File: config.mk
export PLATFORM = sky130hd
export DESIGN_NAME = change_dispenser_flat
export DESIGN_NICKNAME = d
export VERILOG_FILES = /design/src/rtl/vending_pkg.sv /design/src/rtl/change_dispenser_if.sv /design/src/rtl/eject_timer.sv /design/src/rtl/change_dispenser.sv /design/src/flat_wrapper.sv
export SDC_FILE = /design/constraint.sdc
export NUM_CORES = 1
export LEC_CHECK = 0
export BUFFER_PORTS_ARGS = -buffer_cell sky130_fd_sc_hd__buf_2
export CAP_MARGIN = 10
export CORE_MARGIN = 10
export CORE_UTILIZATION = 56
export DETAILED_ROUTE_END_ITERATION = 7
export PLACE_DENSITY = 0.78
export SLEW_MARGIN = 20
export SYNTH_ARGS = -nofsm -noshare
export SYNTH_HDL_FRONTEND = slang
export SYNTH_SLANG_ARGS = --single-unit
File: constraint.sdc
create_clock -name i_clk -period 1.7 [get_ports i_clk]
set_input_delay 0.34 -clock i_clk [delete_from_list [all_inputs] [get_ports i_clk]]
set_output_delay 0.34 -clock i_clk [all_outputs]
set_load 0.005 [all_outputs]
File: src/rtl/vending_pkg.sv
// Shared types and constants for the vending payout path.
// Coin values are expressed in nickel units so the datapath never sees cents.
package vending_pkg;

    localparam int CHANGE_W = 3;

    localparam logic [CHANGE_W-1:0] NICKEL_UNITS = 3'd1;
    localparam logic [CHANGE_W-1:0] DIME_UNITS   = 3'd2;

    typedef enum logic [2:0] {
        IDLE,
        SELECT,
        EJECT_D,
        EJECT_N,
        DONE,
        FAULT
    } pay_state_t;

endpackage

File: src/rtl/change_dispenser_if.sv
// Vending-FSM and hopper signals of the change dispenser.
// The master side (vending FSM plus hoppers) drives the i_* signals; the dispenser drives o_*.
interface change_dispenser_if;
    import vending_pkg::*;

    logic                i_soda;
    logic [CHANGE_W-1:0] i_change;
    logic                i_dime_empty;
    logic                i_nickel_empty;
    logic                i_eject_ack;
    logic                o_dime_eject;
    logic                o_nickel_eject;
    logic                o_busy;
    logic                o_done;
    logic [CHANGE_W-1:0] o_owed;
    logic                o_fault;
    logic                o_overflow;

    modport master (
        output i_soda, i_change, i_dime_empty, i_nickel_empty, i_eject_ack,
        input  o_dime_eject, o_nickel_eject, o_busy, o_done, o_owed, o_fault, o_overflow
    );

    modport slave (
        input  i_soda, i_change, i_dime_empty, i_nickel_empty, i_eject_ack,
        output o_dime_eject, o_nickel_eject, o_busy, o_done, o_owed, o_fault, o_overflow
    );

endinterface

File: src/rtl/eject_timer.sv
// Counts unacknowledged eject cycles; expired flags the cycle whose edge brings the count to ACK_TIMEOUT.
// Combinational expiry, one register stage of count; no backpressure.
module eject_timer #(
    parameter int ACK_TIMEOUT = 255
) (
    input  logic i_clk,
    input  logic i_rst_n,
    input  logic clear,
    input  logic enable,
    output logic expired
);

    localparam int CNT_W = $clog2(ACK_TIMEOUT + 1);

    logic [CNT_W-1:0] cnt;

    always_ff @(posedge i_clk or negedge i_rst_n) begin
        if (!i_rst_n) begin
            cnt <= '0;
        end else if (clear) begin
            cnt <= '0;
        end else if (enable) begin
            cnt <= cnt + CNT_W'(1);
        end
    end

    // Fires one cycle early so the FSM leaves EJECT on the very edge the count hits the limit.
    assign expired = enable && (cnt == CNT_W'(ACK_TIMEOUT - 1));

endmodule

File: src/rtl/change_dispenser.sv
// Pays out owed change one coin at a time, dimes first, with a one-deep pending request slot.
// First eject two cycles after the strobe; hoppers pace the payout via ack, timeout turns a stall into a fault.
module change_dispenser
    import vending_pkg::*;
#(
    parameter int ACK_TIMEOUT = 255
) (
    input  logic               i_clk,
    input  logic               i_rst_n,
    change_dispenser_if.slave  bus
);

    pay_state_t          state, state_nxt;
    logic [CHANGE_W-1:0] owed, owed_nxt;
    logic                pend_vld, pend_vld_nxt;
    logic [CHANGE_W-1:0] pend_val, pend_val_nxt;
    logic                ovf, ovf_nxt;
    logic                in_eject;
    logic                expired;

    assign in_eject = (state == EJECT_D) || (state == EJECT_N);

    eject_timer #(
        .ACK_TIMEOUT (ACK_TIMEOUT)
    ) u_timer (
        .i_clk   (i_clk),
        .i_rst_n (i_rst_n),
        .clear   (!in_eject),
        .enable  (in_eject && !bus.i_eject_ack),
        .expired (expired)
    );

    always_ff @(posedge i_clk or negedge i_rst_n) begin
        if (!i_rst_n) begin
            state    <= IDLE;
            owed     <= '0;
            pend_vld <= 1'b0;
            pend_val <= '0;
            ovf      <= 1'b0;
        end else begin
            state    <= state_nxt;
            owed     <= owed_nxt;
            pend_vld <= pend_vld_nxt;
            pend_val <= pend_val_nxt;
            ovf      <= ovf_nxt;
        end
    end

    always_comb begin
        state_nxt    = state;
        owed_nxt     = owed;
        pend_vld_nxt = pend_vld;
        pend_val_nxt = pend_val;
        ovf_nxt      = ovf;

        if (bus.i_soda && (state == SELECT || state == EJECT_D || state == EJECT_N)) begin
            if (!pend_vld) begin
                pend_vld_nxt = 1'b1;
                pend_val_nxt = bus.i_change;
            end else begin
                ovf_nxt = 1'b1;
            end
        end

        case (state)
            IDLE: begin
                if (bus.i_soda) begin
                    owed_nxt  = bus.i_change;
                    state_nxt = SELECT;
                end
            end
            SELECT: begin
                if (owed == '0) begin
                    state_nxt = DONE;
                end else if (owed >= DIME_UNITS && !bus.i_dime_empty) begin
                    state_nxt = EJECT_D;
                end else if (owed >= NICKEL_UNITS && !bus.i_nickel_empty) begin
                    state_nxt = EJECT_N;
                end else begin
                    state_nxt = FAULT;
                end
            end
            EJECT_D: begin
                if (bus.i_eject_ack) begin
                    owed_nxt  = owed - DIME_UNITS;
                    state_nxt = SELECT;
                end else if (expired) begin
                    state_nxt = FAULT;
                end
            end
            EJECT_N: begin
                if (bus.i_eject_ack) begin
                    owed_nxt  = owed - NICKEL_UNITS;
                    state_nxt = SELECT;
                end else if (expired) begin
                    state_nxt = FAULT;
                end
            end
            DONE: begin
                // The slot drains here, so a strobe landing on DONE refills it rather than overflowing.
                if (pend_vld) begin
                    owed_nxt     = pend_val;
                    state_nxt    = SELECT;
                    pend_vld_nxt = bus.i_soda;
                    pend_val_nxt = bus.i_soda ? bus.i_change : '0;
                end else if (bus.i_soda) begin
                    owed_nxt  = bus.i_change;
                    state_nxt = SELECT;
                end else begin
                    state_nxt = IDLE;
                end
            end
            FAULT: begin
                state_nxt = FAULT;
            end
            default: begin
                state_nxt = IDLE;
            end
        endcase
    end

    assign bus.o_dime_eject   = (state == EJECT_D);
    assign bus.o_nickel_eject = (state == EJECT_N);
    assign bus.o_busy         = (state == SELECT) || in_eject || (state == DONE);
    assign bus.o_done         = (state == DONE);
    assign bus.o_owed         = owed;
    assign bus.o_fault        = (state == FAULT);
    assign bus.o_overflow     = ovf;

endmodule

File: src/flat_wrapper.sv
// flat-port wrapper written by rule: the top's interface ports become plain ports
module change_dispenser_flat import vending_pkg::*;
#(
    parameter int ACK_TIMEOUT = 255
)
  (i_clk, i_rst_n, bus_i_soda, bus_i_change, bus_i_dime_empty, bus_i_nickel_empty, bus_i_eject_ack, bus_o_dime_eject, bus_o_nickel_eject, bus_o_busy, bus_o_done, bus_o_owed, bus_o_fault, bus_o_overflow);
  change_dispenser_if bus_i ();
  input  logic i_clk;
  input  logic i_rst_n;
  input wire logic [$bits(bus_i.i_soda)-1:0] bus_i_soda;
  input wire logic [$bits(bus_i.i_change)-1:0] bus_i_change;
  input wire logic [$bits(bus_i.i_dime_empty)-1:0] bus_i_dime_empty;
  input wire logic [$bits(bus_i.i_nickel_empty)-1:0] bus_i_nickel_empty;
  input wire logic [$bits(bus_i.i_eject_ack)-1:0] bus_i_eject_ack;
  output wire logic [$bits(bus_i.o_dime_eject)-1:0] bus_o_dime_eject;
  output wire logic [$bits(bus_i.o_nickel_eject)-1:0] bus_o_nickel_eject;
  output wire logic [$bits(bus_i.o_busy)-1:0] bus_o_busy;
  output wire logic [$bits(bus_i.o_done)-1:0] bus_o_done;
  output wire logic [$bits(bus_i.o_owed)-1:0] bus_o_owed;
  output wire logic [$bits(bus_i.o_fault)-1:0] bus_o_fault;
  output wire logic [$bits(bus_i.o_overflow)-1:0] bus_o_overflow;
  assign bus_i.i_soda = bus_i_soda;
  assign bus_i.i_change = bus_i_change;
  assign bus_i.i_dime_empty = bus_i_dime_empty;
  assign bus_i.i_nickel_empty = bus_i_nickel_empty;
  assign bus_i.i_eject_ack = bus_i_eject_ack;
  assign bus_o_dime_eject = bus_i.o_dime_eject;
  assign bus_o_nickel_eject = bus_i.o_nickel_eject;
  assign bus_o_busy = bus_i.o_busy;
  assign bus_o_done = bus_i.o_done;
  assign bus_o_owed = bus_i.o_owed;
  assign bus_o_fault = bus_i.o_fault;
  assign bus_o_overflow = bus_i.o_overflow;
  change_dispenser #(.ACK_TIMEOUT(ACK_TIMEOUT)) u_core (.i_clk(i_clk), .i_rst_n(i_rst_n), .bus(bus_i));
endmodule
==> run metrics, run 1 <==
vias in the first global route=1,062; crit path kind=register to output port; share of layout cells above drive strength 1=0.263; Starting Density=0.590; FF-to-FF setup slack=120 ps; Yosys warnings=0; first-pass GRT wire length=4.78 mm; placed cells=roughly 190; Remaining DRCs=0; GRT overflow=0; share of the synthesized area in the top cell type=0.364; ant diodes=0; hold path startpoint=bus_i_change[1]; initial antenna violation count=0; HPWL Detailed=about 2.2 mm; maximum vdd ir drop=roughly 0.94 mV; Reg-to-Reg End=u_core.pend_val[0]; top_reg_cell synth=dfrtp_1; largest net degree at the start of global routing=20; Initial DRC Count=46; Slew Limit Fails=0; Startpoint Class=register; CTS Root Cell=clkbuf_4; FMAX=0.610 GHz; clock period minus worst slack=between 1500 and 2000 ps; RSZ-0062 raised after global routing=true; library cell with the largest summed area after synthesis=dfrtp_1; Die H=a little under 70 um; Reg clk slew, reported paths=120 ps; Tot Pwr=2.28 mW; mapped cell area=between 1000 and 1500 sq um; synthesis-stage register bit count=19; Pre-antenna DRT Iters=4; WP data arrival=roughly 1300 ps; GRT Util Overall=0.132; placer congestion estimate=0.803; Clock Skew=roughly 3.5 ps; Worst-Margin Slew=about 430 ps; critical path data required time=approximately 1400 ps; maximum fanout along the worst path=8; CTS tree=done; number of synthesized flops with an enable pin=0; Die Span X=~68 um; P&R area growth vs syn=15.9%; asr flop ratio synth=1.00; H-tree depth=1; status=complete, no violations; syn nets=160; later-pin clock latency in the skew report=~310 ps; Nets=approximately 190; distinct cell type count after synthesis=43; reg-to-reg startpoint=u_core.state[0]; worst reg2reg path depth=4; Synth area leaders=dfrtp_1 (36%), ha_1 (7.7%), nand4_1 (3.8%); Post-synth top cells=dfrtp_1 (19), nor2_1 (12), a21oi_1 (9), nand2_1 (9); # setup viols final=0; Die ar.=~4700 sq um; sequential-to-total area share from yosys stat=0.364; Critical Path Sink Type=output port; TritonCTS buffer count=3; I/O pins=18; Syn Area/Cell=around 9 sq um; fill count=approximately 190; Worst slew margin=0.711; Via-to-Cell Ratio=just under 6; Max Cap Viol=0; # rows=17; routed wire length=~3.0 mm; total number of vias=1,155; worst-case hold path end point=u_core.pend_val[1]; cell count of the worst hold path=2; Clock Sinks=19; IO Port Bufs=17; PD cells=~1500 nW/um^2; most common cell in the synthesized netlist=dfrtp_1; Antenna Nets Post-Route=0; core footprint=2210 sq um; Gate Count Post-Synth=approximately 140; Routed wire per std cell=15.5 um; Final period util=0.965; Max Buffers Root-to-Sink=2; final count of hold timing violations=0; HP Class=primary input to register; fin cells=195; leakage=0.699 nW
## stage by stage
stage               setup slack, ps  setup TNS, ps  hold slack, ps  utilization  cell area [sq um]
global route                  -12.6          -12.6             300        0.684               1510
detailed placement              136              0             305        0.644               1430
finish                         60.0              0             294        0.684               1510
global placement                229              0             299        0.644               1430
CTS                            3.66              0             287        0.670               1480
floorplan                       230              0            44.4            -               1310
## flip-flops by register name, indices dropped and copies added, names as in the netlist
| signal | count |
|---|---|
| u_core.state | 3 |
| u_core.pend_val | 3 |
| u_core.pend_vld | 1 |
| u_core.bus.o_overflow | 1 |
| u_core.bus.o_owed | 3 |
| u_core.u_timer.cnt | 8 |
## worst max-delay path by stage
| stage | start | endpoint | slack [ps] | depth (start not counted) |
|---|---|---|---|---|
| after floorplan | u_core.bus.o_owed[0] | u_core.bus.o_owed[2] | 230 | 6 |
| final | u_core.state[2] | bus_o_nickel_eject | 60 | 4 |
| after detailed placement | u_core.bus.o_owed[1] | u_core.bus.o_owed[2] | 140 | 6 |
| after CTS | u_core.state[2] | bus_o_dime_eject | 4 | 3 |
| after global placement | u_core.bus.o_owed[1] | u_core.bus.o_owed[2] | 230 | 6 |
| after global routing | u_core.state[2] | bus_o_nickel_eject | -10 | 4 |
## worst max-delay path, cell delays in order (launching register included)
cell and delay, ps:
dfrtp_2 490, and2b_4 300, nand2_2 60, inv_1 40
buf_2 100
## timing repair
action,4_1_cts,5_1_grt
buffers inserted,1,3
resized for setup,4,3
hold endpoints to repair,19,0
pin swaps,1,0
hold buffers,1,0
endpoints found under the setup margin,5,3
## where the power goes
| group | switching (mW) | internal (mW) | leakage, nW |
|---|---|---|---|
| Clock | 0.154 | 0.0899 | 0.0139 |
| Combinational | 0.655 | 0.622 | 0.455 |
| Sequential | 0.188 | 0.575 | 0.230 |
## routing by layer
layer	wire, um	track usage
met5	0	0
met2	1380	0.212
met4	56	0.0603
met1	1430	0.160
met3	164	0.0359
## cell type report
cell class                 instances  area [sq um]  area share
tap                               28          35.0      0.0231
inverter                           7          26.3      0.0174
timing repair buffer              28           170       0.112
clock buffer                       3          22.5      0.0149
clock inverter                     1          7.51     0.00496
sequential                        19           479       0.317
multi-input combinational        109           773       0.511
## cells by family after synthesis
logic type / count (synthesis) / share of synthesized area
simple gates: 54 / 0.245
compound gates: 40 / 0.212
flops: 19 / 0.364
buf+inv: 15 / 0.0556
fa+ha+maj: 8 / 0.0766
xor+xnor: 7 / 0.0469
## cell usage in the layout, fill, tap and decap left out, types with 4 or more instances in the layout
| master | Yosys | routed |
|---|---|---|
| o21ai_0 | 4 | 4 |
| nor2_1 | 12 | 12 |
| buf_4 | 1 | 10 |
| nand4_1 | 8 | 8 |
| a22o_1 | 4 | 4 |
| a21oi_1 | 9 | 9 |
| inv_1 | 5 | 5 |
| nand2_1 | 9 | 8 |
| buf_2 | 4 | 17 |
| dfrtp_1 | 19 | 16 |
| ha_1 | 8 | 8 |
| xor2_1 | 5 | 5 |
| nor2b_1 | 4 | 4 |
| o21ai_1 | 5 | 5 |
(Power assumes the default switching activity.)
==> run 2: changes to the inputs <==
--- a/config.mk
+++ b/config.mk
@@ -11,6 +11,7 @@
 export CORE_UTILIZATION = 56
 export DETAILED_ROUTE_END_ITERATION = 7
 export PLACE_DENSITY = 0.78
+export REMOVE_ABC_BUFFERS = 1
 export SLEW_MARGIN = 20
 export SYNTH_ARGS = -nofsm -noshare
 export SYNTH_HDL_FRONTEND = slang
==> run metrics, run 2 (synthesized netlist as in run 1, its figures left out) <==
routed wire length=3.02 mm (-0.46%); placer congestion estimate=0.848 (+5.6%); ant diodes=0 (unchanged); Reg-to-Reg End=u_core.bus.o_owed[2]; final count of hold timing violations=0 (unchanged); Max Buffers Root-to-Sink=2 (unchanged); WP data arrival=1330 ps (+30 ps); clock period minus worst slack=1670 ps (+27.8 ps); Nets=184 (-0.54%); PD cells=1490 nW/um^2 (-1.1%); status=complete, no violations; share of layout cells above drive strength 1=0.247 (-0.0165); Die H=68.3 um (unchanged); Routed wire per std cell=15.6 um (about the same); Reg clk slew, reported paths=110 ps (about the same); worst reg2reg path depth=6 (+2); Sw Share=0.433 (-0.00323); Via-to-Cell Ratio=5.99 (+1.1%); commonest cells after routing, fill and taps aside=buf_2 (17), dfrtp_1 (16), nor2_1 (12), a21oi_1 (9), buf_4 (9); leakage=0.690 nW (-1.3%); Die Span X=68.3 um (unchanged); # setup viols final=0 (unchanged); H-tree depth=1 (unchanged); internal power=1.26 mW (-1.9%); later-pin clock latency in the skew report=300 ps (about the same); Slew Limit Fails=0 (unchanged); total number of vias=1,162 (+0.61%); maximum vdd ir drop=0.853 mV (-9.2%); Remaining DRCs=0 (unchanged); cell count of the worst hold path=2 (unchanged); max reg flops=8 (unchanged); CTS tree=done; core footprint=2210 sq um (unchanged); Clock Skew=6.07 ps (+2.53 ps); vias in the first global route=1,143 (+7.6%); GRT Util Overall=0.138 (+0.00604); reg-to-reg startpoint=u_core.bus.o_owed[1]; critical path data required time=1360 ps (about the same); Startpoint Class=register; fin cells=194 (-0.51%); FF-to-FF setup slack=150 ps (+30 ps); most common cell after layout, fill and taps aside=buf_2; largest net degree at the start of global routing=20 (unchanged); largest register by flop count=u_core.u_timer.cnt; Pre-antenna DRT Iters=4 (unchanged); worst-case hold path end point=u_core.pend_val[2]; FMAX=0.600 GHz (-1.7%); hold path startpoint=bus_i_change[2]; Initial DRC Count=65 (+41%); # rows=17 (unchanged); Comb power frac=0.561 (+0.002); Critical Path Sink Type=output port; HPWL Detailed=2.28 mm (+5.8%); Antenna Nets Post-Route=0 (unchanged); maximum fanout along the worst path=9 (+1); worst setup margin=32.2 ps (-27.8 ps); crit path kind=register to output port; Final period util=0.981 (+0.0164); Die ar.=4660 sq um (unchanged); Clock Sinks=19 (unchanged); Worst slew margin=0.703 (-0.00771); Max Cap Viol=0 (unchanged); dpl ws=172 ps (+36.6 ps); footprint of the multi-input gates=763 sq um (-1.3%); fill count=190 (+2.7%); P&R area growth vs syn=14.3%; sequential power share=0.332 (-0.002); TritonCTS buffer count=3 (unchanged); IO Port Bufs=17 (unchanged); placed cells=186 (unchanged); Min Hold Slack=305 ps (+11.1 ps); I/O pins=18 (unchanged); HP Class=primary input to register; register area=479 sq um (unchanged); first-pass GRT wire length=5.09 mm (+6.4%); CTS Root Cell=clkbuf_4; sw power=0.965 mW (-3.2%); clock power share=0.107 (about the same); RSZ-0062 raised after global routing=true; initial antenna violation count=0 (unchanged); Starting Density=0.590 (unchanged); Worst-Margin Slew=445 ps (+11.6 ps); GRT overflow=0 (unchanged)
[run 2: cell types whose count changed in the layout (fill, tap and decap cells not counted), sizes merged]
| cell | previous run | this run |
|---|---|---|
| clkinvlp | 1 | 0 |
| clkbuf | 3 | 4 |
| buf | 27 | 26 |
[run 2: critical path, cell delays in order, from the launching register on]
cell and delay, ps:
dfrtp_2 490, nor2_4 250, xnor2_1 150, buf_2 130
[run 2: cell type report]
type                       count  share of cell area
multi-input combinational    109               0.511
sequential                    19               0.321
timing repair buffer          27               0.109
tap                           28              0.0235
clock buffer                   4              0.0176
inverter                       7              0.0176
[run 2: worst max-delay path by stage]
stage	end	depth (start not counted)	slack, ps	startpoint
2_1_floorplan	u_core.bus.o_owed[2]	6	220	u_core.bus.o_owed[0]
3_3_place_gp	u_core.bus.o_owed[2]	6	230	u_core.bus.o_owed[1]
3_5_place_dp	u_core.bus.o_owed[2]	6	170	u_core.bus.o_owed[1]
4_1_cts	bus_o_busy	3	20	u_core.state[1]
5_1_grt	bus_o_fault	4	-40	u_core.state[0]
6_report	bus_o_busy	3	30	u_core.state[0]
[run 2: stage by stage]
| stage | power [mW] | util | instance area, sq um | TNS, ps |
|---|---|---|---|---|
| after detailed placement | 1.93 | 0.644 | 1430 | 0 |
| final | 2.23 | 0.675 | 1490 | 0 |
| after global placement | 1.90 | 0.644 | 1430 | 0 |
| after CTS | 2.18 | 0.662 | 1470 | 0 |
| after global routing | 2.43 | 0.675 | 1490 | -77.1 |
| after floorplan | 1.53 | - | 1260 | 0 |
[run 2: layer usage]
| metal | global-route usage | routed length [um] | up-vias |
|---|---|---|---|
| li1 | - | - | 571 |
| met1 | 0.161 | 1310 | 561 |
| met2 | 0.238 | 1550 | 26 |
| met3 | 0.0326 | 137 | 4 |
| met4 | 0.0503 | 19 | 0 |
| met5 | 0 | 0 | - |
[run 2: what timing repair did]
item	in CTS	in global routing
endpoints found under the hold margin	19	0
setup buffers	0	3
resized for setup	3	2
setup endpoints to repair	5	5
gates cloned	0	0
pin swaps	0	2
hold buffers	1	0
[run 2: power groups by stage]
stage / registers [mW] / logic, mW / clock network (mW)
after floorplan: 0.766 / 0.760 / 0
after global placement: 0.733 / 1.17 / 0
after detailed placement: 0.734 / 1.20 / 0
after CTS: 0.737 / 1.20 / 0.243
after global routing: 0.758 / 1.40 / 0.266
final: 0.739 / 1.25 / 0.238
==> run 3: changes to the inputs <==
--- a/config.mk
+++ b/config.mk
@@ -7,9 +7,10 @@
 export LEC_CHECK = 0
 export BUFFER_PORTS_ARGS = -buffer_cell sky130_fd_sc_hd__buf_2
 export CAP_MARGIN = 10
-export CORE_MARGIN = 10
+export CORE_MARGIN = 2
 export CORE_UTILIZATION = 56
 export DETAILED_ROUTE_END_ITERATION = 7
+export HOLD_SLACK_MARGIN = 0.15
 export PLACE_DENSITY = 0.78
 export REMOVE_ABC_BUFFERS = 1
 export SLEW_MARGIN = 20
==> run metrics, run 3 (synthesized netlist as in run 1, its figures left out) <==
commonest cells after routing, fill and taps aside=buf_2 (17), dfrtp_1 (16), nor2_1 (12), buf_4 (10); Nets=185 (+0.54%); GRT Util Overall=0.236 (+0.0982); # rows=17 (unchanged); Clock Sinks=19 (unchanged); Initial DRC Count=35 (-46%); met1 Resource Use GR=0.292 (+0.131); core footprint=2210 sq um (unchanged); ant diodes=0 (unchanged); Final period util=0.956 (-0.0250); Crit. path cell count=4 (+1); Critical Path Sink Type=output port; Via-to-Cell Ratio=5.97 (-0.34%); worst reg2reg path depth=6 (unchanged); Slowest-stage cell, CP=dfrtp_2; Max Cap Viol=0 (unchanged); FMAX=0.615 GHz (+2.6%); Worst slew margin=0.708 (+0.00487); P&R area growth vs syn=15.0%; PD cells=1510 nW/um^2 (+1.1%); Die H=52.3 um (-23%); CTS Root Cell=clkbuf_4; clock period minus worst slack=1630 ps (-42.4 ps); Routed wire per std cell=15.1 um (-2.6%); placed cells=186 (unchanged); Antenna Nets Post-Route=0 (unchanged); initial antenna violation count=0 (unchanged); Reg clk slew, reported paths=110 ps (about the same); # setup viols final=0 (unchanged); Finished Cell Area=1500 sq um (+0.67%); reg-to-reg startpoint=u_core.bus.o_owed[1]; Reg-to-Reg End=u_core.bus.o_owed[2]; Layout Utilization=0.679 (+0.00453); Post-Route Setup TNS=0 ps (unchanged); CTS tree=done; max reg flops=8 (unchanged); Max Buffers Root-to-Sink=2 (unchanged); placer congestion estimate=0.876 (+3.3%); I/O pins=18 (unchanged); HP Class=primary input to register; maximum vdd ir drop=0.887 mV (+3.9%); Buf/Inv on CP=2 (+1); first-pass GRT wire length=4.77 mm (-6.3%); Placed Area=1430 sq um (unchanged); met2 Use GR=0.415 (+0.176); largest net degree at the start of global routing=20 (unchanged); Die Span X=52.3 um (-23%); routed wire length=2.95 mm (-2.1%); clock power share=0.104 (-0.003); critical path data required time=1360 ps (about the same); HPWL Detailed=2.14 mm (-6.1%); sw power=0.978 mW (+1.4%); FF-to-FF setup slack=140 ps (about the same); CP peak stage delay=490 ps (about the same); TritonCTS buffer count=3 (unchanged); Slew Limit Fails=0 (unchanged); GR met3 Demand/Resource=0.0286 (-0.00405); GRT overflow=0 (unchanged); hold path startpoint=bus_i_change[2]; later-pin clock latency in the skew report=300 ps (about the same); leakage=0.699 nW (+1.2%); Die ar.=2730 sq um (-41%); final count of hold timing violations=0 (unchanged); Remaining DRCs=0 (unchanged); IO Port Bufs=17 (unchanged); critical path's top delay family=flip-flops; vias in the first global route=1,060 (-7.3%); worst-case hold path end point=u_core.pend_val[2]; sequential power share=0.338 (+0.006); most common cell after layout, fill and taps aside=buf_2; status=complete, no violations; Comb power frac=0.558 (-0.003); fin cells=195 (+0.52%); maximum fanout along the worst path=8 (-1); RSZ-0062 raised after global routing=false; Startpoint Class=register; internal power=1.29 mW (+2.1%); fill count=195 (+2.6%); cells along the critical path=and2b_4 > nand2_1 > inv_1 > buf_2; WP data arrival=1290 ps (-40 ps); crit path kind=register to output port; Starting Density=0.590 (unchanged); share of layout cells above drive strength 1=0.246 (-0.00148); gr busiest metal=met2; Worst-Margin Slew=438 ps (-7.30 ps); largest register by flop count=u_core.u_timer.cnt; Sw Share=0.432 (-0.00162); Pre-antenna DRT Iters=4 (unchanged); total number of vias=1,164 (+0.17%); Clock Skew=6.29 ps (+0.225 ps); cell count of the worst hold path=2 (unchanged); H-tree depth=1 (unchanged)
==> run 3: how the worst max path moves through the flow <==
stage | start | endpoint | slack (ps)
floorplan | u_core.bus.o_owed[0] | u_core.bus.o_owed[2] | 220
global placement | u_core.bus.o_owed[1] | u_core.bus.o_owed[2] | 240
detailed placement | u_core.bus.o_owed[1] | u_core.bus.o_owed[2] | 150
CTS | u_core.state[2] | bus_o_nickel_eject | 30
global route | u_core.state[2] | bus_o_nickel_eject | 30
finish | u_core.state[2] | bus_o_nickel_eject | 70
==> run 3: final cells by class <==
type / instances / area, sq um / share of cell area
Clock buffer: 4 / 26.3 / 0.0175
Inverter: 7 / 26.3 / 0.0175
Multi-Input combinational cell: 109 / 766 / 0.510
Sequential cell: 19 / 479 / 0.319
Tap cell: 28 / 35.0 / 0.0233
Timing Repair Buffer: 28 / 170 / 0.113
==> run 3: power groups by stage <==
stage	clock [mW]	sequential [mW]	combinational (mW)
floorplan	0	0.766	0.760
global placement	0	0.750	1.13
detailed placement	0	0.754	1.18
CTS	0.236	0.755	1.21
global route	0.257	0.788	1.40
finish	0.235	0.767	1.27
==> run 3: metrics by stage <==
stage	hold slack, ps	power [mW]	worst slack [ps]
global route	313	2.45	27.9
detailed placement	311	1.93	152
floorplan	44.4	1.53	221
CTS	304	2.20	30.1
global placement	304	1.88	237
finish	306	2.27	74.6
==> run 3: repair_timing <==
item                                   CTS  global route
buffers inserted                         1             3
hold buffers                             1             0
resized for setup                        2             3
endpoints found under the hold margin   19             0
pin swaps                                1             0
setup endpoints to repair                3             5
cloned                                   0             0
==> run 3: per-layer routing <==
layer,vias to the layer above,part of all wire
li1,570,-
met1,560,0.44
met2,27,0.51
met3,7,0.037
met4,0,0.019
met5,-,0
